===== src/rtl/mem_arbiter_pkg.sv =====
// Shared types for the instruction-fetch / load-store memory arbiter.
package mem_arbiter_pkg;

  // Arbiter FSM: IDLE picks an owner, REQ presents the command, RESP waits for data.
  typedef enum logic [1:0] {
    IDLE = 2'd0,
    REQ  = 2'd1,
    RESP = 2'd2
  } state_e;

  // Owner of the transaction currently in flight.
  localparam logic OWN_IF = 1'b0;
  localparam logic OWN_LS = 1'b1;

endpackage


===== src/rtl/mem_arbiter.sv =====
// Two-master arbiter (instruction fetch, load/store) in front of a single-port memory.
// One transaction in flight at a time; LS has priority, and IF is forced through
// after STARVE_LIM consecutive LS grants that it had to wait behind.
//
// Handshakes: a requester holds *_req and its command fields stable until it sees
// *_gnt high in the same cycle; the grant is a single-cycle pulse and the command
// is captured on that edge. Toward memory, mem_req and mem_* stay stable until
// mem_gnt is high; exactly one mem_rvalid pulse is expected afterwards and is
// forwarded combinationally as if_rvalid or ls_rvalid. Any mem_rvalid seen outside
// the response phase is dropped.
module mem_arbiter
  import mem_arbiter_pkg::*;
#(
  parameter int AW         = 32,
  parameter int DW         = 32,
  parameter int STARVE_LIM = 4
) (
  input  logic                              clk,
  input  logic                              rst_n,
  input  logic                              if_req,
  input  logic [AW-1:0]                     if_addr,
  output logic                              if_gnt,
  output logic                              if_rvalid,
  output logic [DW-1:0]                     if_rdata,
  input  logic                              ls_req,
  input  logic                              ls_we,
  input  logic [AW-1:0]                     ls_addr,
  input  logic [DW-1:0]                     ls_wdata,
  input  logic [DW/8-1:0]                   ls_wstrb,
  output logic                              ls_gnt,
  output logic                              ls_rvalid,
  output logic [DW-1:0]                     ls_rdata,
  output logic                              mem_req,
  output logic                              mem_we,
  output logic [AW-1:0]                     mem_addr,
  output logic [DW-1:0]                     mem_wdata,
  output logic [DW/8-1:0]                   mem_wstrb,
  input  logic                              mem_gnt,
  input  logic                              mem_rvalid,
  input  logic [DW-1:0]                     mem_rdata,
  output logic [1:0]                        dbg_state,
  output logic [$clog2(STARVE_LIM+1)-1:0]   dbg_starve_cnt
);

  localparam int SCW = $clog2(STARVE_LIM + 1);

  state_e             state_q, state_d;
  logic               owner_q;
  logic               we_q;
  logic [AW-1:0]      addr_q;
  logic [DW-1:0]      wdata_q;
  logic [DW/8-1:0]    wstrb_q;
  logic [SCW-1:0]     starve_q, starve_d;
  logic               sel_if, sel_ls;

  assign dbg_state      = state_q;
  assign dbg_starve_cnt = starve_q;

  // Owner selection in IDLE: LS first unless IF has waited out its starvation budget.
  always_comb begin
    sel_if = 1'b0;
    sel_ls = 1'b0;
    if (rst_n && state_q == IDLE) begin
      if (if_req && (!ls_req || starve_q == SCW'(STARVE_LIM))) begin
        sel_if = 1'b1;
      end else if (ls_req) begin
        sel_ls = 1'b1;
      end
    end
  end

  // Starvation counter: counts LS grants that IF sat behind, cleared once IF is served or idle.
  always_comb begin
    starve_d = starve_q;
    if (state_q == IDLE) begin
      if (sel_if || !if_req) begin
        starve_d = '0;
      end else if (sel_ls && starve_q != SCW'(STARVE_LIM)) begin
        starve_d = starve_q + SCW'(1);
      end
    end
  end

  // Next state and all outputs; everything is held at zero while reset is asserted.
  always_comb begin
    state_d   = state_q;
    if_gnt    = 1'b0;
    ls_gnt    = 1'b0;
    if_rvalid = 1'b0;
    ls_rvalid = 1'b0;
    if_rdata  = '0;
    ls_rdata  = '0;
    mem_req   = 1'b0;
    mem_we    = 1'b0;
    mem_addr  = '0;
    mem_wdata = '0;
    mem_wstrb = '0;
    if (rst_n) begin
      case (state_q)
        IDLE: begin
          if_gnt = sel_if;
          ls_gnt = sel_ls;
          if (sel_if || sel_ls) state_d = REQ;
        end
        REQ: begin
          mem_req   = 1'b1;
          mem_we    = we_q;
          mem_addr  = addr_q;
          mem_wdata = wdata_q;
          mem_wstrb = wstrb_q;
          if (mem_gnt) state_d = RESP;
        end
        RESP: begin
          if (mem_rvalid) begin
            if (owner_q == OWN_IF) begin
              if_rvalid = 1'b1;
              if_rdata  = mem_rdata;
            end else begin
              ls_rvalid = 1'b1;
              ls_rdata  = mem_rdata;
            end
            state_d = IDLE;
          end
        end
        default: state_d = IDLE;
      endcase
    end
  end

  // State, starvation count and the captured command of the granted owner.
  always_ff @(posedge clk) begin
    if (!rst_n) begin
      state_q  <= IDLE;
      starve_q <= '0;
      owner_q  <= OWN_IF;
      we_q     <= 1'b0;
      addr_q   <= '0;
      wdata_q  <= '0;
      wstrb_q  <= '0;
    end else begin
      state_q  <= state_d;
      starve_q <= starve_d;
      if (sel_if) begin
        owner_q <= OWN_IF;
        we_q    <= 1'b0;
        addr_q  <= if_addr;
        wdata_q <= '0;
        wstrb_q <= '0;
      end else if (sel_ls) begin
        owner_q <= OWN_LS;
        we_q    <= ls_we;
        addr_q  <= ls_addr;
        wdata_q <= ls_wdata;
        wstrb_q <= ls_we ? ls_wstrb : '0;
      end
    end
  end

endmodule


===== config.mk =====
export PLATFORM = sky130hd
export DESIGN_NAME = mem_arbiter
export DESIGN_NICKNAME = d
export VERILOG_FILES = /design/src/rtl/mem_arbiter_pkg.sv /design/src/rtl/mem_arbiter.sv
export SDC_FILE = /design/constraint.sdc
export NUM_CORES = 1
export LEC_CHECK = 0
export BUFFER_PORTS_ARGS = -buffer_cell sky130_fd_sc_hd__buf_2
export CAP_MARGIN = 10
export CORE_ASPECT_RATIO = 0.75
export CORE_MARGIN = 2
export CORE_UTILIZATION = 38
export DETAILED_ROUTE_END_ITERATION = 7
export GPL_TIMING_DRIVEN = 0
export PLACE_DENSITY = 0.77
export SYNTH_ARGS = -nofsm -noshare
export SYNTH_HDL_FRONTEND = slang
export SYNTH_SLANG_ARGS = --single-unit

===== constraint.sdc =====
create_clock -name clk -period 1.8 [get_ports clk]
set_clock_uncertainty 0.15 [all_clocks]
set_input_delay 0.18 -clock clk [delete_from_list [all_inputs] [get_ports clk]]
set_output_delay 0.18 -clock clk [all_outputs]
set_load 0.1 [all_outputs]

==> flow_summary.rst, run 1 <==
.. list-table::
   :header-rows: 1

   * - Metric
     - Value
   * - Maximum buffer depth of the clock tree
     - 2
   * - Number of cell rows
     - 33
   * - Post-synthesis register bit count
     - 75
   * - Overall overflow remaining after global route
     - about 460
   * - Number of levels the H-tree was split into
     - 3
   * - Per-instance average area after synthesis
     - 7.791 µm²
   * - Stop stage
     - global routing
   * - Worst-path end type
     - top-level output
   * - Number of enable-type register cells in the synthesized netlist
     - 0
   * - Synthesized area
     - ~4300 µm²
   * - Height of the die
     - about 96 µm
   * - Sequential fraction of the synthesis area
     - 0.3529
   * - Clock tree root driver cell
     - clkbuf_16
   * - Cell variety after synth
     - 30
   * - Initial Utilization
     - 0.3903
   * - Syn nets
     - 687
   * - Count of input and output buffers
     - roughly 280
   * - Pin count of the biggest net entering global routing
     - 16
   * - I/O pins
     - between 200 and 300
   * - Gate count of the mapped netlist
     - 546
   * - Chip width
     - approximately 130 µm
   * - Detailed placer's ending HPWL
     - around 12 mm
   * - Total CTS buffers
     - 9
   * - Last weighted congestion value of the routability-driven placer
     - roughly 0.8
   * - Tool Error
     - [ERROR GRT-0232] Routing congestion too high. Check the congestion heatmap in the GUI.
   * - Status
     - aborted with a tool error
   * - Predominant post-synthesis flop cell
     - dfxtp_1
   * - Synth warnings
     - 0
   * - Fraction of registers with async set or reset after synthesis
     - 0
   * - Worst-slack endpoint at the end of global-route timing repair
     - ls_rdata[29]
   * - TritonCTS Sinks
     - between 70 and 80
   * - Total global routing track utilization
     - 0.8664
-- stage by stage --
| stage | std cells | setup WS, ps | cell area, µm² | setup TNS (ps) |
|---|---|---|---|---|
| after CTS | 1079 | -495.3 | 10090 | -52050 |
| after detailed placement | 967 | -433.5 | 6445 | -56780 |
| after global placement | 967 | -423.8 | 6445 | -54870 |
| after floorplan | 546 | -457.9 | 4863 | -29280 |
-- layer usage --
layer,global-route usage,GRT overflow
met1,0.7981,1
met2,1.103,277
met3,0.6425,4
met4,1.072,174
met5,0.2143,3
-- synth_stat cells (all sizes together) (5+ instances only) --
| library cell | instances | share of area |
|---|---|---|
| nand2 | 66 | 0.058 |
| buf | 11 | 0.019 |
| a21oi | 42 | 0.049 |
| nand3 | 34 | 0.040 |
| and2 | 133 | 0.20 |
| a311oi | 32 | 0.11 |
| nor3 | 32 | 0.038 |
| o21ai | 41 | 0.048 |
| nor2 | 7 | 0.0062 |
| inv | 5 | 0.0044 |
| clkbuf | 47 | 0.041 |
| dfxtp | 75 | 0.35 |
| nand4 | 6 | 0.0088 |
-- logic make-up after synthesis --
| kind of cell | synth area share |
|---|---|
| compound gates | 0.2112 |
| fa+ha+maj | 0.005881 |
| buf+inv | 0.06470 |
| flops | 0.3529 |
| simple gates | 0.3653 |
-- repair_timing --
action / CTS
setup buffers: 17
pin swaps: 18
resized for setup: 621
endpoints found under the hold margin: 63
endpoints found under the setup margin: 209
gates cloned: 16
hold buffers: 63
==> run 2, diff against run 1 <==
--- a/config.mk
+++ b/config.mk
@@ -7,12 +7,11 @@
 export LEC_CHECK = 0
 export BUFFER_PORTS_ARGS = -buffer_cell sky130_fd_sc_hd__buf_2
 export CAP_MARGIN = 10
-export CORE_ASPECT_RATIO = 0.75
 export CORE_MARGIN = 2
-export CORE_UTILIZATION = 38
+export CORE_UTILIZATION = 31
 export DETAILED_ROUTE_END_ITERATION = 7
 export GPL_TIMING_DRIVEN = 0
-export PLACE_DENSITY = 0.77
+export PLACE_DENSITY_LB_ADDON = 0.15
 export SYNTH_ARGS = -nofsm -noshare
 export SYNTH_HDL_FRONTEND = slang
 export SYNTH_SLANG_ARGS = --single-unit
==> constraint.sdc (replaced) <==
create_clock -name clk -period 2.3 [get_ports clk]
set_clock_uncertainty 0.15 [all_clocks]
set_input_delay 0.23 -clock clk [delete_from_list [all_inputs] [get_ports clk]]
set_output_delay 0.23 -clock clk [all_outputs]
set_load 0.1 [all_outputs]
==> run 2 against run 1 <==
Net effect: the flow now finishes, with violations (setup timing); synthesized cell count unchanged; synthesized area unchanged.
==> flow_summary.rst, run 2 <==
.. list-table::
   :header-rows: 1

   * - Metric
     - Value
   * - Number of levels the H-tree was split into
     - 3 (unchanged)
   * - Global-route wire length before repair
     - around 30 mm
   * - Top flop regs
     - addr_q: 32 flops, wdata_q: 32 flops, wstrb_q: 4 flops
   * - Achievable frequency
     - 433.5 MHz
   * - Number of iterations in the first detailed-routing pass
     - 5
   * - TritonCTS clock tree
     - done
   * - Register share of total power
     - 0.358
   * - Number of vias after detailed routing
     - between 5,000 and 6,000
   * - Layout overhead on the synthesized area
     - 99.88%
   * - Type of the worst setup path
     - reg -> out
   * - Final-report hold violation count
     - 0
   * - Via count of the first global-routing pass
     - ~5,400
   * - TritonCTS Sinks
     - 75 (unchanged)
   * - Synth warnings
     - 0 (unchanged)
   * - Clock group share of total power
     - 0.373
   * - Detailed placer's ending HPWL
     - 12.59 mm (was 12.26 mm)
   * - Cell Int Power
     - between 2000 and 3000 µW
   * - Antenna violations before repair
     - 3
   * - CP max FO
     - 10
   * - Critical path required time
     - between 1500 and 2000 ps
   * - Most used standard cells in the synthesized netlist
     - and2_1, dfxtp_1, nand2_1 (unchanged)
   * - Worst min path class
     - in -> reg
   * - Fraction of post-synthesis cell area in the top cell type by area
     - 0.3529 (unchanged)
   * - I/O pins
     - 282 (unchanged)
   * - Fraction of registers with async set or reset after synthesis
     - 0 (unchanged)
   * - Max-slew headroom
     - 0.5188
   * - Violated checks
     - setup timing
   * - Most common cell in the netlist
     - and2_1 (unchanged)
   * - Total wire length
     - a little over 20 mm
   * - Status
     - finished with violations (was aborted with a tool error)
   * - Setup WS pre-CTS
     - -275.2 ps (was -433.5 ps)
   * - Post-synthesis register bit count
     - 75 (unchanged)
   * - Endpoint of the worst hold-timing path
     - wdata_q[16]
   * - Arrival time at the worst endpoint
     - about 1900 ps
   * - Hold Worst Slack
     - 4.217 ps
   * - Initial DRC count
     - 288
   * - Terminus of the critical flop-to-flop path
     - wdata_q[14]
   * - Relative contribution of combinational cells to total power
     - 0.270
   * - Sequential fraction of the synthesis area
     - 0.3529 (unchanged)
   * - Proportion of total power due to net switching
     - 0.3185
   * - Pin count of the biggest net entering global routing
     - 16
   * - Flop-to-flop setup slack
     - approximately 130 ps
   * - Commonest non-fill, non-tap cell in the layout
     - buf_2
   * - Minimum period implied by the final worst setup slack
     - approximately 2300 ps
   * - ANT nets after route
     - 0
   * - Height of the die
     - 121.1 µm (was 95.63 µm)
   * - Syn nets
     - 687 (unchanged)
   * - Startpoint of the most critical hold path
     - ls_wdata[16]
   * - Largest voltage drop on the vdd net
     - between 0.5 and 0.6 mV
   * - Accumulated negative setup slack
     - -10.60 ps
   * - Fin util
     - 0.6370
   * - Critical Path Sink Type
     - output pin
   * - Routed wirelength normalized by instance count
     - approximately 19 µm
   * - Startpoint types
     - flip-flop
   * - Number of instances on the worst hold path
     - 3
   * - Power density of the placed cells
     - between 400 and 500 nW/µm²
   * - Synthesized area
     - 4254 µm² (unchanged)
   * - Vias per cell
     - a little over 5
   * - Share of cells above drive strength 1
     - 0.5795
   * - Per-instance average area after synthesis
     - 7.791 µm² (unchanged)
   * - Most area-consuming cells after synthesis
     - dfxtp_1, and2_1, a311oi_2 (unchanged)
   * - Pin slew with the least headroom to its limit
     - a little over 700 ps
   * - Clock tree root driver cell
     - clkbuf_16 (unchanged)
   * - Cell variety after synth
     - 30 (unchanged)
   * - Final number of max-transition violations
     - 0
   * - Clock latency reported for the late side of the worst-skew pair
     - between 300 and 400 ps
   * - Total CTS buffers
     - 9 (unchanged)
   * - Final routed DRC violation total
     - 0
   * - Number of enable-type register cells in the synthesized netlist
     - 0 (unchanged)
   * - Setup slack after layout
     - -6.969 ps
   * - Post-layout net count
     - around 1,000
   * - NetSw
     - between 1000 and 1500 µW
   * - Count of maximum capacitance violations
     - 0
   * - Startpoint of the worst register-to-register path
     - dbg_starve_cnt[0]
   * - Chip width
     - 121.1 µm (was 126.2 µm)
   * - Gate count of the mapped netlist
     - 546 (unchanged)
   * - CTS clock-pin slew for the worst setup and hold paths
     - about 60 ps
   * - Total global routing track utilization
     - 0.2615
   * - Register-to-Register Path Depth
     - 7
   * - Unrepaired setup endpoints after global routing
     - yes
   * - Maximum buffer depth of the clock tree
     - 2 (unchanged)
   * - Final setup vio count
     - 3
   * - Count of input and output buffers
     - 281 (unchanged)
   * - Overall overflow remaining after global route
     - 0
   * - Post-route clock period utilization
     - 1.003
   * - Leading area contributor after synthesis
     - dfxtp_1 (unchanged)
   * - CORE AREA
     - 13,350 µm²
   * - Leak pwr
     - 0.003635 µW
   * - Initial Utilization
     - 0.3187 (was 0.3903)
   * - Predominant post-synthesis flop cell
     - dfxtp_1 (unchanged)
   * - Most frequent cells in the layout
     - buf_2, dfxtp_1, and2_4
   * - Number of cell rows
     - 42 (was 33)
   * - Last weighted congestion value of the routability-driven placer
     - 0.8141 (was 0.8149)
   * - Area of the die
     - 14,680 µm²
==> run 2: cell counts after synthesis <==
No cell type changed its count.
==> run 2: worst max path at each step <==
| stage | from | to |
|---|---|---|
| finish | dbg_state[0] | ls_rdata[22] |
| global route | dbg_state[1] | ls_rdata[22] |
| CTS | dbg_state[0] | ls_rdata[17] |
| detailed placement | dbg_state[0] | mem_wdata[27] |
| global placement | dbg_state[0] | mem_wdata[27] |
| floorplan | dbg_state[1] | if_rdata[10] |
==> run 2: cell type report <==
type | instances | area [µm²]
antenna | 3 | 7.507
buffer | 57 | 380.4
clock buffer | 11 | 232.7
clock inverter | 4 | 75.07
fill | 1072 | 4845
inverter | 5 | 21.27
multi-input combinational | 408 | 2768
sequential | 75 | 1513
tap | 176 | 220.2
timing repair buffer | 327 | 3286
==> run 2: routing by layer <==
| layer | share of wire | GRT usage | vias up |
|---|---|---|---|
| li1 | - | - | 2545 |
| met1 | 0.37 | 0.2864 | 2582 |
| met2 | 0.52 | 0.4691 | 238 |
| met3 | 0.074 | 0.07331 | 58 |
| met4 | 0.040 | 0.1142 | 0 |
| met5 | 0 | 0 | - |
==> run 2: power groups by stage <==
stage | Combinational [µW] | Sequential (µW) | Clock, µW
CTS | 1050 | 1440 | 1550
detailed placement | 917 | 1460 | 0
global placement | 904 | 1460 | 0
global route | 1150 | 1450 | 1600
finish | 1090 | 1440 | 1500
floorplan | 608 | 1490 | 0
==> run 2: critical path: stages (launching register included) <==
cell and delay, ps:
dfxtp_4 350, buf_8 120, nand4b_1 290, nor2_4 240, clkbuf_8 210, and2_4 190
buf_12 180
==> run 2: kinds of logic after synthesis <==
group	share of synthesized area
AOI/OAI and AO/OA	0.2112
adders and majority gates	0.005881
buffers and inverters	0.06470
DFF	0.3529
and+or+nand+nor	0.3653
==> run 2: repair_timing <==
action                                  4_1_cts  5_1_grt
endpoints found under the setup margin      138      159
gates cloned                                  3        2
endpoints found under the hold margin        31        0
buffers inserted                              5        5
pin swaps                                    38       15
gates resized for setup                     469       40
hold buffers                                 31        0
==> run 2: metrics by stage <==
stage / std cells / power, µW / instance area [µm²]
2_1_floorplan: 546 / 2096 / 4498
3_3_place_gp: 1003 / 2364 / 6125
3_5_place_dp: 1003 / 2381 / 6125
4_1_cts: 1056 / 4031 / 8335
5_1_grt: 1066 / 4196 / 8503
6_report: 1066 / 4028 / 8503
No activity file was read; power rests on OpenSTA's default activity.
